## src/rtl/sha256_msg_schedule.sv

```systemverilog
// ============================================================================
//  Module   : sha256_msg_schedule
//  Purpose  : Expands each padded 512-bit SHA-256 message block into the 64
//             schedule words W0..W63 and emits one 32-bit word per handshake.
//             A 16-word sliding window holds all the state needed.
//  Options  : `define SHA256_MSG_SCHEDULE_IDX_EN adds port data_out_idx, the
//             index t of the word currently on data_out.
//  Revision : 1.0 - initial release
// ============================================================================
`default_nettype none

module sha256_msg_schedule (
  input  logic         clk,
  input  logic         nrst,
  input  logic         en,
  input  logic         sync_rst,
  input  logic [511:0] data_in,
  input  logic         data_in_last,
  input  logic         data_in_valid,
  output logic         data_in_ready,
  output logic [31:0]  data_out,
  output logic         data_out_last,
  output logic         data_out_valid,
  input  logic         data_out_ready
`ifdef SHA256_MSG_SCHEDULE_IDX_EN
  ,
  output logic [5:0]   data_out_idx
`endif
);

  typedef enum logic [0:0] {
    S_IDLE = 1'b0,
    S_EMIT = 1'b1
  } state_t;

  localparam logic [5:0] C_T_LAST = 6'd63;
  localparam logic [5:0] C_T_SHIFT = 6'd15;

  state_t      r_state;
  logic [5:0]  r_t;
  logic [31:0] r_win [16];
  logic [31:0] r_data;
  logic        r_valid;
  logic        r_last;
  logic        r_blk_last;

  logic [31:0] w_blk [16];
  logic [31:0] w_new;
  logic [31:0] w_next_word;
  logic [5:0]  w_t_next;
  logic        w_out_hs;
  logic        w_wrap;
  logic        w_in_hs;

  // small sigma functions of the SHA-256 schedule
  function automatic logic [31:0] f_sig0(input logic [31:0] x);
    f_sig0 = {x[6:0], x[31:7]} ^ {x[17:0], x[31:18]} ^ {3'b000, x[31:3]};
  endfunction

  function automatic logic [31:0] f_sig1(input logic [31:0] x);
    f_sig1 = {x[16:0], x[31:17]} ^ {x[18:0], x[31:19]} ^ {10'd0, x[31:10]};
  endfunction

  // word 0 of the block sits in the most significant bits (big-endian)
  generate
    for (genvar gi = 0; gi < 16; gi++) begin : g_blk
      assign w_blk[gi] = data_in[511 - 32*gi -: 32];
    end
  endgenerate

  // once the window holds W(t-15)..W(t), slots 0/1/9/14 feed W(t+1)
  assign w_new       = f_sig1(r_win[14]) + r_win[9] + f_sig0(r_win[1]) + r_win[0];
  assign w_t_next    = r_t + 6'd1;
  assign w_next_word = (r_t < C_T_SHIFT) ? r_win[w_t_next[3:0]] : w_new;

  assign w_out_hs = r_valid & en & data_out_ready;
  assign w_wrap   = (r_t == C_T_LAST) & w_out_hs;

  // ready in IDLE, or when W63 leaves this cycle so the next block loads bubble-free
  assign data_in_ready = en & ((r_state == S_IDLE) | w_wrap);
  assign w_in_hs       = data_in_valid & data_in_ready;

  assign data_out       = r_data;
  assign data_out_last  = r_last;
  assign data_out_valid = r_valid & en;
`ifdef SHA256_MSG_SCHEDULE_IDX_EN
  assign data_out_idx   = r_t;
`endif

  // block load, word sequencing and window shifting
  always_ff @(posedge clk or negedge nrst) begin
    if (!nrst) begin
      r_state    <= S_IDLE;
      r_t        <= 6'd0;
      r_data     <= 32'd0;
      r_valid    <= 1'b0;
      r_last     <= 1'b0;
      r_blk_last <= 1'b0;
      for (int i = 0; i < 16; i++) r_win[i] <= 32'd0;
    end else if (sync_rst) begin
      r_state    <= S_IDLE;
      r_t        <= 6'd0;
      r_data     <= 32'd0;
      r_valid    <= 1'b0;
      r_last     <= 1'b0;
      r_blk_last <= 1'b0;
      for (int i = 0; i < 16; i++) r_win[i] <= 32'd0;
    end else if (en) begin
      if (w_in_hs) begin
        r_state    <= S_EMIT;
        r_t        <= 6'd0;
        r_data     <= w_blk[0];
        r_valid    <= 1'b1;
        r_last     <= 1'b0;
        r_blk_last <= data_in_last;
        for (int i = 0; i < 16; i++) r_win[i] <= w_blk[i];
      end else if (w_out_hs) begin
        if (r_t == C_T_LAST) begin
          r_state <= S_IDLE;
          r_valid <= 1'b0;
          r_last  <= 1'b0;
        end else begin
          r_t    <= w_t_next;
          r_data <= w_next_word;
          r_last <= r_blk_last & (w_t_next == C_T_LAST);
          if (r_t >= C_T_SHIFT) begin
            for (int i = 0; i < 15; i++) r_win[i] <= r_win[i+1];
            r_win[15] <= w_new;
          end
        end
      end
    end
  end

endmodule

`default_nettype wire

```

## config.mk

```make
export PLATFORM = sky130hd
export DESIGN_NAME = sha256_msg_schedule
export DESIGN_NICKNAME = d
export VERILOG_FILES = /design/src/rtl/sha256_msg_schedule.sv
export SDC_FILE = /design/constraint.sdc
export NUM_CORES = 2
export LEC_CHECK = 0
export BUFFER_PORTS_ARGS = -buffer_cell sky130_fd_sc_hd__buf_2
export CAP_MARGIN = 20
export CORE_MARGIN = 10
export CORE_UTILIZATION = 55
export DETAILED_ROUTE_END_ITERATION = 8
export PLACE_DENSITY_LB_ADDON = 0.12
export SYNTH_ARGS = -nofsm -noshare
export SYNTH_HDL_FRONTEND = slang
export SYNTH_SLANG_ARGS = --single-unit
```

## constraint.sdc

```tcl
create_clock -name clk -period 6.3 [get_ports clk]
set_input_delay 0.315 -clock clk [delete_from_list [all_inputs] [get_ports clk]]
set_output_delay 0.315 -clock clk [all_outputs]
set_load 0.05 [all_outputs]
```

=== Word level (Yosys, flattened, before mapping) ===
Index checks and enable logic that the tools add are counted.

* Memory bits (read-only): 0
* Bits in registers: 553
* Memory bits (writable): 0
* Bits in latches: 0
* Word-level logic and storage cells: 87
* Input port bits: 519
* Output and inout port bits: 35
* Memories kept: 0

* Reduce and logical (&&, ||, !) cells: 10
* Shifts and indexed selects: 0
* Div/mod/pow operators: 0
* Bitwise logic cells: 13
* Magnitude comparators: 3
* $mul: 0
* Mux-type cells: 33
* Add/subtract/negate cells: 4
* Equal/unequal tests: 3

{| class="wikitable"
|+ Operators with widths
! cell !! count
|-
| 512-bit 2-to-1 mux || 6
|-
| 32-bit 2-to-1 mux || 8
|-
| 32-bit binary-select mux with 4-bit select || 1
|-
| 32-bit adder || 3
|-
| 32-bit XOR || 2
|-
| 32-bit by 22-bit XOR with 32-bit output || 1
|-
| 32-bit by 29-bit XOR with 32-bit output || 1
|-
| 6-bit 2-to-1 mux || 5
|-
| 1-bit 2-to-1 mux || 13
|-
| 6-bit equality test, second input constant || 2
|-
| 3-bit nonzero test || 3
|-
| 6-bit by 1-bit adder with 6-bit output, second input constant || 1
|-
| 1-bit AND || 6
|-
| 6-bit by 4-bit greater-or-equal comparator with 1-bit output, second input constant || 1
|-
| 6-bit by 4-bit < comparator with 1-bit output, second input constant || 1
|-
| 3-bit AND reduction || 2
|-
| 5-bit greater-or-equal comparator, second input constant || 1
|-
| 4-bit inverter with 5-bit output || 1
|-
| 2-bit AND reduction || 2
|-
| 4-bit AND reduction || 1
|-
| 2-bit nonzero test || 2
|-
| 3-bit inequality test, second input constant || 1
|-
| 1-bit inverter || 1
|-
| 1-bit OR || 1
|}

=== Longest topological paths before layout ===
* Word-level depth: 11
* Depth in mapped cells: 18
* Gate-level depth less buffers: 17

=== Worst setup path before layout ===
Ideal clock, no wire load.

* Path kind: reg-to-reg
* Start point: register r_win[43] in the netlist's numbering
* End point: register r_data[25] (netlist: data_out[25])
* Period minus slack after synthesis: 4.001 ns
* Path buffers: 1
* Cell stages (with the launch flop): 18
* Data required time: 6.190 ns
* Setup slack: 2.299 ns
* Arrival: 3.891 ns
* Setup time: 0.110 ns
* Cells stage by stage: dfrtp_1 -> clkbuf_1 -> xor2_1 -> xnor2_1 -> fa_1 -> fa_1 -> inv_1 -> ha_1 -> inv_1 -> fa_1 -> nand2b_1 -> a21oi_1 -> o21a_1 -> o2111ai_1 -> a21oi_2 -> a211oi_1 -> xor2_1 -> o41ai_1

* Longest elaborated chain between the ends: 11

{| class="wikitable"
|+ RTL lines
! element !! RTL line !! source
|-
| start, declared || 41 || <nowiki>logic [31:0] r_win [16];</nowiki>
|-
| 32-bit XOR || 61 || <nowiki>f_sig1 = {x[16:0], x[31:17]} ^ {x[18:0], x[31:19]} ^ {10'd0, x[31:10]};</nowiki>
|-
| 32-bit by 22-bit XOR with 32-bit output (*) || 61 ||
|-
| 32-bit adder (*) (3 in a row) || 72 || <nowiki>assign w_new = f_sig1(r_win[14]) + r_win[9] + f_sig0(r_win[1]) + r_win[0];</nowiki>
|-
| 32-bit 2-to-1 mux (*) || 74 || <nowiki>assign w_next_word = (r_t < C_T_SHIFT) ? r_win[w_t_next[3:0]] : w_new;</nowiki>
|-
| 32-bit 2-to-1 mux (*) || 118 || <nowiki>if (r_t == C_T_LAST) begin</nowiki>
|-
| 32-bit 2-to-1 mux (*) || 117 || <nowiki>end else if (w_out_hs) begin</nowiki>
|-
| 32-bit 2-to-1 mux (*) || 109 || <nowiki>if (w_in_hs) begin</nowiki>
|-
| 32-bit 2-to-1 mux (*) || 108 || <nowiki>end else if (en) begin</nowiki>
|-
| 32-bit 2-to-1 mux (*) || 100 || <nowiki>end else if (sync_rst) begin</nowiki>
|-
| end signal, assigned || 112 || <nowiki>r_data <= w_blk[0];</nowiki>
|-
| end signal, assigned || 124 || <nowiki>r_data <= w_next_word;</nowiki>
|-
| end, declared || 42 || <nowiki>logic [31:0] r_data;</nowiki>
|}

Mark *: on every way between the ends. The rest lies on a longest branch, timed or not. The select of a mux whose other input is x is not followed.
A chain may end at the register's enable or synchronous reset.

=== Worst setup path in the final report ===
* Start point: register r_win[51] in the netlist's numbering
* End point: register r_win[26] in the netlist's numbering

* Longest elaborated chain between the ends: 11

{| class="wikitable"
|+ RTL lines
! element !! RTL line !! source
|-
| 32-bit XOR || 61 ||
|-
| 32-bit by 22-bit XOR with 32-bit output (*) || 61 ||
|-
| 32-bit adder (*) (3 in a row) || 72 ||
|-
| 512-bit 2-to-1 mux (*) || 126 || <nowiki>if (r_t >= C_T_SHIFT) begin</nowiki>
|-
| 512-bit 2-to-1 mux (*) || 118 ||
|-
| 512-bit 2-to-1 mux (*) || 117 ||
|-
| 512-bit 2-to-1 mux (*) || 109 ||
|-
| 512-bit 2-to-1 mux (*) || 108 ||
|-
| 512-bit 2-to-1 mux (*) || 100 ||
|}

Marked as above.

==> flow_metrics.env <==
export IMPL_status="complete, but fails checks"
export IMPL_violations="negative hold slack"
export IMPL_yosysMostFrequentCell="nand2_1"
export IMPL_rsz0062_at_grt="no"
export IMPL_top_layer_used="met5"
export IMPL_synth_area_leaders="dfrtp_1 39%, a311oi_1 12%, nand2_1 11%"
export IMPL_gr_usage_all_layers_pct=44.04
export IMPL_cts_made_buffers=60
export IMPL_drt_wl_total_mm=168.6
export IMPL_vias=36170
export IMPL_yosys_top_cells_count="1062 x nand2_1, 553 x dfrtp_1, 541 x nor2_1, 485 x a311oi_1, 247 x clkbuf_1"
export IMPL_yosysSeqAreaShare_pct=39.47
export IMPL_synthesis_area_um2=35060
export IMPL_cts_tree="done"
export IMPL_drc=0
export IMPL_final_hold_viol_count=2
export IMPL_setup_viol=0
export IMPL_fin_cells=5351
export IMPL_dr_wl_met3_mm=21.96
export IMPL_die_h_um=272.5
export IMPL_clkLatencyLatePin_ns=0.69
export IMPL_start_util_pct=55.58
export IMPL_startpoint_type="flip-flop"
export IMPL_criticalPathCategory="flip-flop to flip-flop"
export IMPL_numPortBuffers=553
export IMPL_p_comb_share_pct=30.5
export IMPL_cts_max_path_buffers=3
export IMPL_yosys_warnings=0
export IMPL_worst_pin_slew_ns=1.078
export IMPL_grt_pass1_vias=34040
export IMPL_synth_xor_area_share_pct=3.722
export IMPL_cpMaxStageDelayCell="fa_1"
export IMPL_cp_required_ns=6.83
export IMPL_hp_class="input pin to flip-flop"
export IMPL_synth_top_family_by_area="simple AND/OR/NAND/NOR gates"
export IMPL_wl_per_cell_um=31.50
export IMPL_ys_ff_latch=553
export IMPL_synth_top_area_share_pct=39.47
export IMPL_drv_cap=0
export IMPL_power_switching_mw=4.215
export IMPL_swShare_pct=36.42
export IMPL_synthSimpleGateAreaFrac_pct=18.48
export IMPL_crit_family="compound AO/OA/AOI/OAI gates"
export IMPL_wl_met2_mm=72.88
export IMPL_synthMuxAreaShare_pct=10.31
export IMPL_finalWorstSetupSlack_ns=1.494
export IMPL_cts_max_level=2
export IMPL_clockRootBuffer="clkbuf_16"
export IMPL_syn_to_final_growth_pct=22.20
export IMPL_p_clk_share_pct=33.6
export IMPL_gp_congestion=1.049
export IMPL_min_path_cells=3
export IMPL_cp_depth=14
export IMPL_intPower_mw=7.358
export IMPL_synthesis_nets=4515
export IMPL_synth_compound_area_share_pct=16.87
export IMPL_period_share_pct=76.28
export IMPL_worst_path_max_fanout=6
export IMPL_drtAntennaViolNets=0
export IMPL_syn_area_per_cell_um2=8.987
export IMPL_num_nets_final=5067
export IMPL_cts_clk_slew_worst_paths_ns=0.06
export IMPL_grt_first_pass_wirelength_mm=240.9
export IMPL_pre_cts_slack_ns=1.618
export IMPL_synthArstFlopShare_pct=100.0
export IMPL_synth_enable_flop_cells=0
export IMPL_setup_tns_final_ns=0
export IMPL_fin_skew_ns=0.07946
export IMPL_slowest_delay_ns=0.54
export IMPL_path_cells="xor2_1, xnor2_1, fa_1, fa_1, inv_1, ha_1, a211oi_1, o21ai_2, o21ai_2, a31oi_1, nor3_1, o21ai_0, xnor2_1, a211oi_1"
export IMPL_die_area_um2=74240
export IMPL_p_seq_share_pct=35.9
export IMPL_irDropWorstVdd_v=0.0002460
export IMPL_rr_worst_depth=14
export IMPL_endpoint_kind="flip-flop"
export IMPL_core_region_area_um2=63080
export IMPL_cts_sinks=553
export IMPL_antenna_found_initial=11
export IMPL_syn_instance_count=3901
export IMPL_synthFlopType="dfrtp_1"
export IMPL_cellPowerDensity_nw_per_um2=270.1
export IMPL_first_iter_violations=6453
export IMPL_synthDistinctLibCells=67
export IMPL_synthAdderAreaFrac_pct=4.718
export IMPL_viasPerCell=6.759
export IMPL_cp_num_buf_inv=1
export IMPL_cellLeakagePower_nw=18.31
export IMPL_rows=92
export IMPL_hold_ws_ns=-0.02544
export IMPL_synth_largest_area_cell="dfrtp_1"
export IMPL_place_hpwl_mm=123.1
export IMPL_dr_pass1_iters=9
export IMPL_fmax_mhz=208.1
export IMPL_grt_ovfl_total=0
export IMPL_slew_headroom_pct=28.11
export IMPL_met1_length_mm=59.94
export IMPL_dp_cells=4948
export IMPL_drive_gt1_share_pct=19.64
export IMPL_critPathArrivalTime_ns=5.33
export IMPL_boundaryPins=554
export IMPL_finalCriticalPeriod_ns=4.806
export IMPL_grt_max_degree=208
export IMPL_slew_viol_final=0
export IMPL_die_width_um=272.5
-- logic make-up after synthesis --
kind of cell / Yosys count
AND/OR/NAND/NOR: 1675
AO/OA/AOI/OAI: 734
flip-flops: 553
buffers and inverters: 534
multiplexers: 161
XOR/XNOR: 149
adder cells (fa/ha/maj): 95
-- power groups by stage --
stage	Clock, mW	Sequential (mW)	Combinational, mW
final	3.89	4.15	3.53
after detailed placement	0	4.18	3.24
after CTS	3.87	4.12	3.40
after global placement	0	4.18	3.28
after floorplan	0	4.01	2.05
after global routing	4.01	4.15	3.71
-- worst paths after layout --
kind	startpoint	to	slack [ns]
max	r_win[51]	r_win[26]	1.49
min	data_in[235]	r_win[235]	-0.03
max reg2reg	r_win[51]	r_win[26]	1.49
min reg2reg	data_out[22]	data_out[22]	0.49
max in group asynchronous	nrst	r_win[304]	4.44
min in group asynchronous	nrst	r_win[464]	0.25
-- repair_timing --
item,4_1_cts,5_1_grt
setup endpoints to repair,0,0
resized for setup,0,0
buffers inserted,0,0
hold buffers,288,0
hold endpoints to repair,349,0
-- cell usage in the layout (no fill, tap or decap), types with 61 or more instances in the layout --
cell           instances
nand2_1             1062
dfrtp_1              552
buf_2                551
nor2_1               541
a311oi_1             485
dlygate4sd3_1        288
mux4_2               160
inv_1                131
xnor2_1               84
xor2_1                63
fa_1                  62
clkbuf_16             61
-- sequential cells by signal, summed over array words and instances (netlist names) --
name and flops:
data_out 32, r_blk_last 1, r_win 512, r_valid 1
data_out_last 1, r_t 6
-- layer usage --
metal	up-vias	global-route usage, %
li1	14860	-
met2	3062	64.44
met1	17630	57.56
met4	8	28.71
met5	-	0
met3	602	11.23
-- worst register-to-register path, delay by kind of cell (launching register included) --
| family | cells | cell delay (ns) |
|---|---|---|
| AOI/OAI and AO/OA | 6 | 1.61 |
| adders and majority gates | 3 | 1.34 |
| xor gates and xnor gates | 3 | 0.77 |
| DFF | 1 | 0.48 |
| and+or+nand+nor | 1 | 0.44 |
| buffers and inverters | 1 | 0.05 |
-- stage by stage --
step	power (mW)	cell area [um^2]	utilization, %
2_1_floorplan	6.062	35060	-
3_3_place_gp	7.455	37790	59.91
3_5_place_dp	7.424	37790	59.91
4_1_cts	11.39	42800	67.85
5_1_grt	11.88	42840	67.91
6_report	11.57	42840	67.91
-- area by class of cell --
class / count / area, um^2
Fill cell: 4867 / 20240
Multi-Input combinational cell: 2814 / 19040
Inverter: 131 / 491.7
Tap cell: 846 / 1059
Clock buffer: 83 / 1719
Timing Repair Buffer: 893 / 6269
Clock inverter: 26 / 407.9
Antenna cell: 5 / 12.51
Sequential cell: 553 / 13840
(Power assumes the default switching activity.)
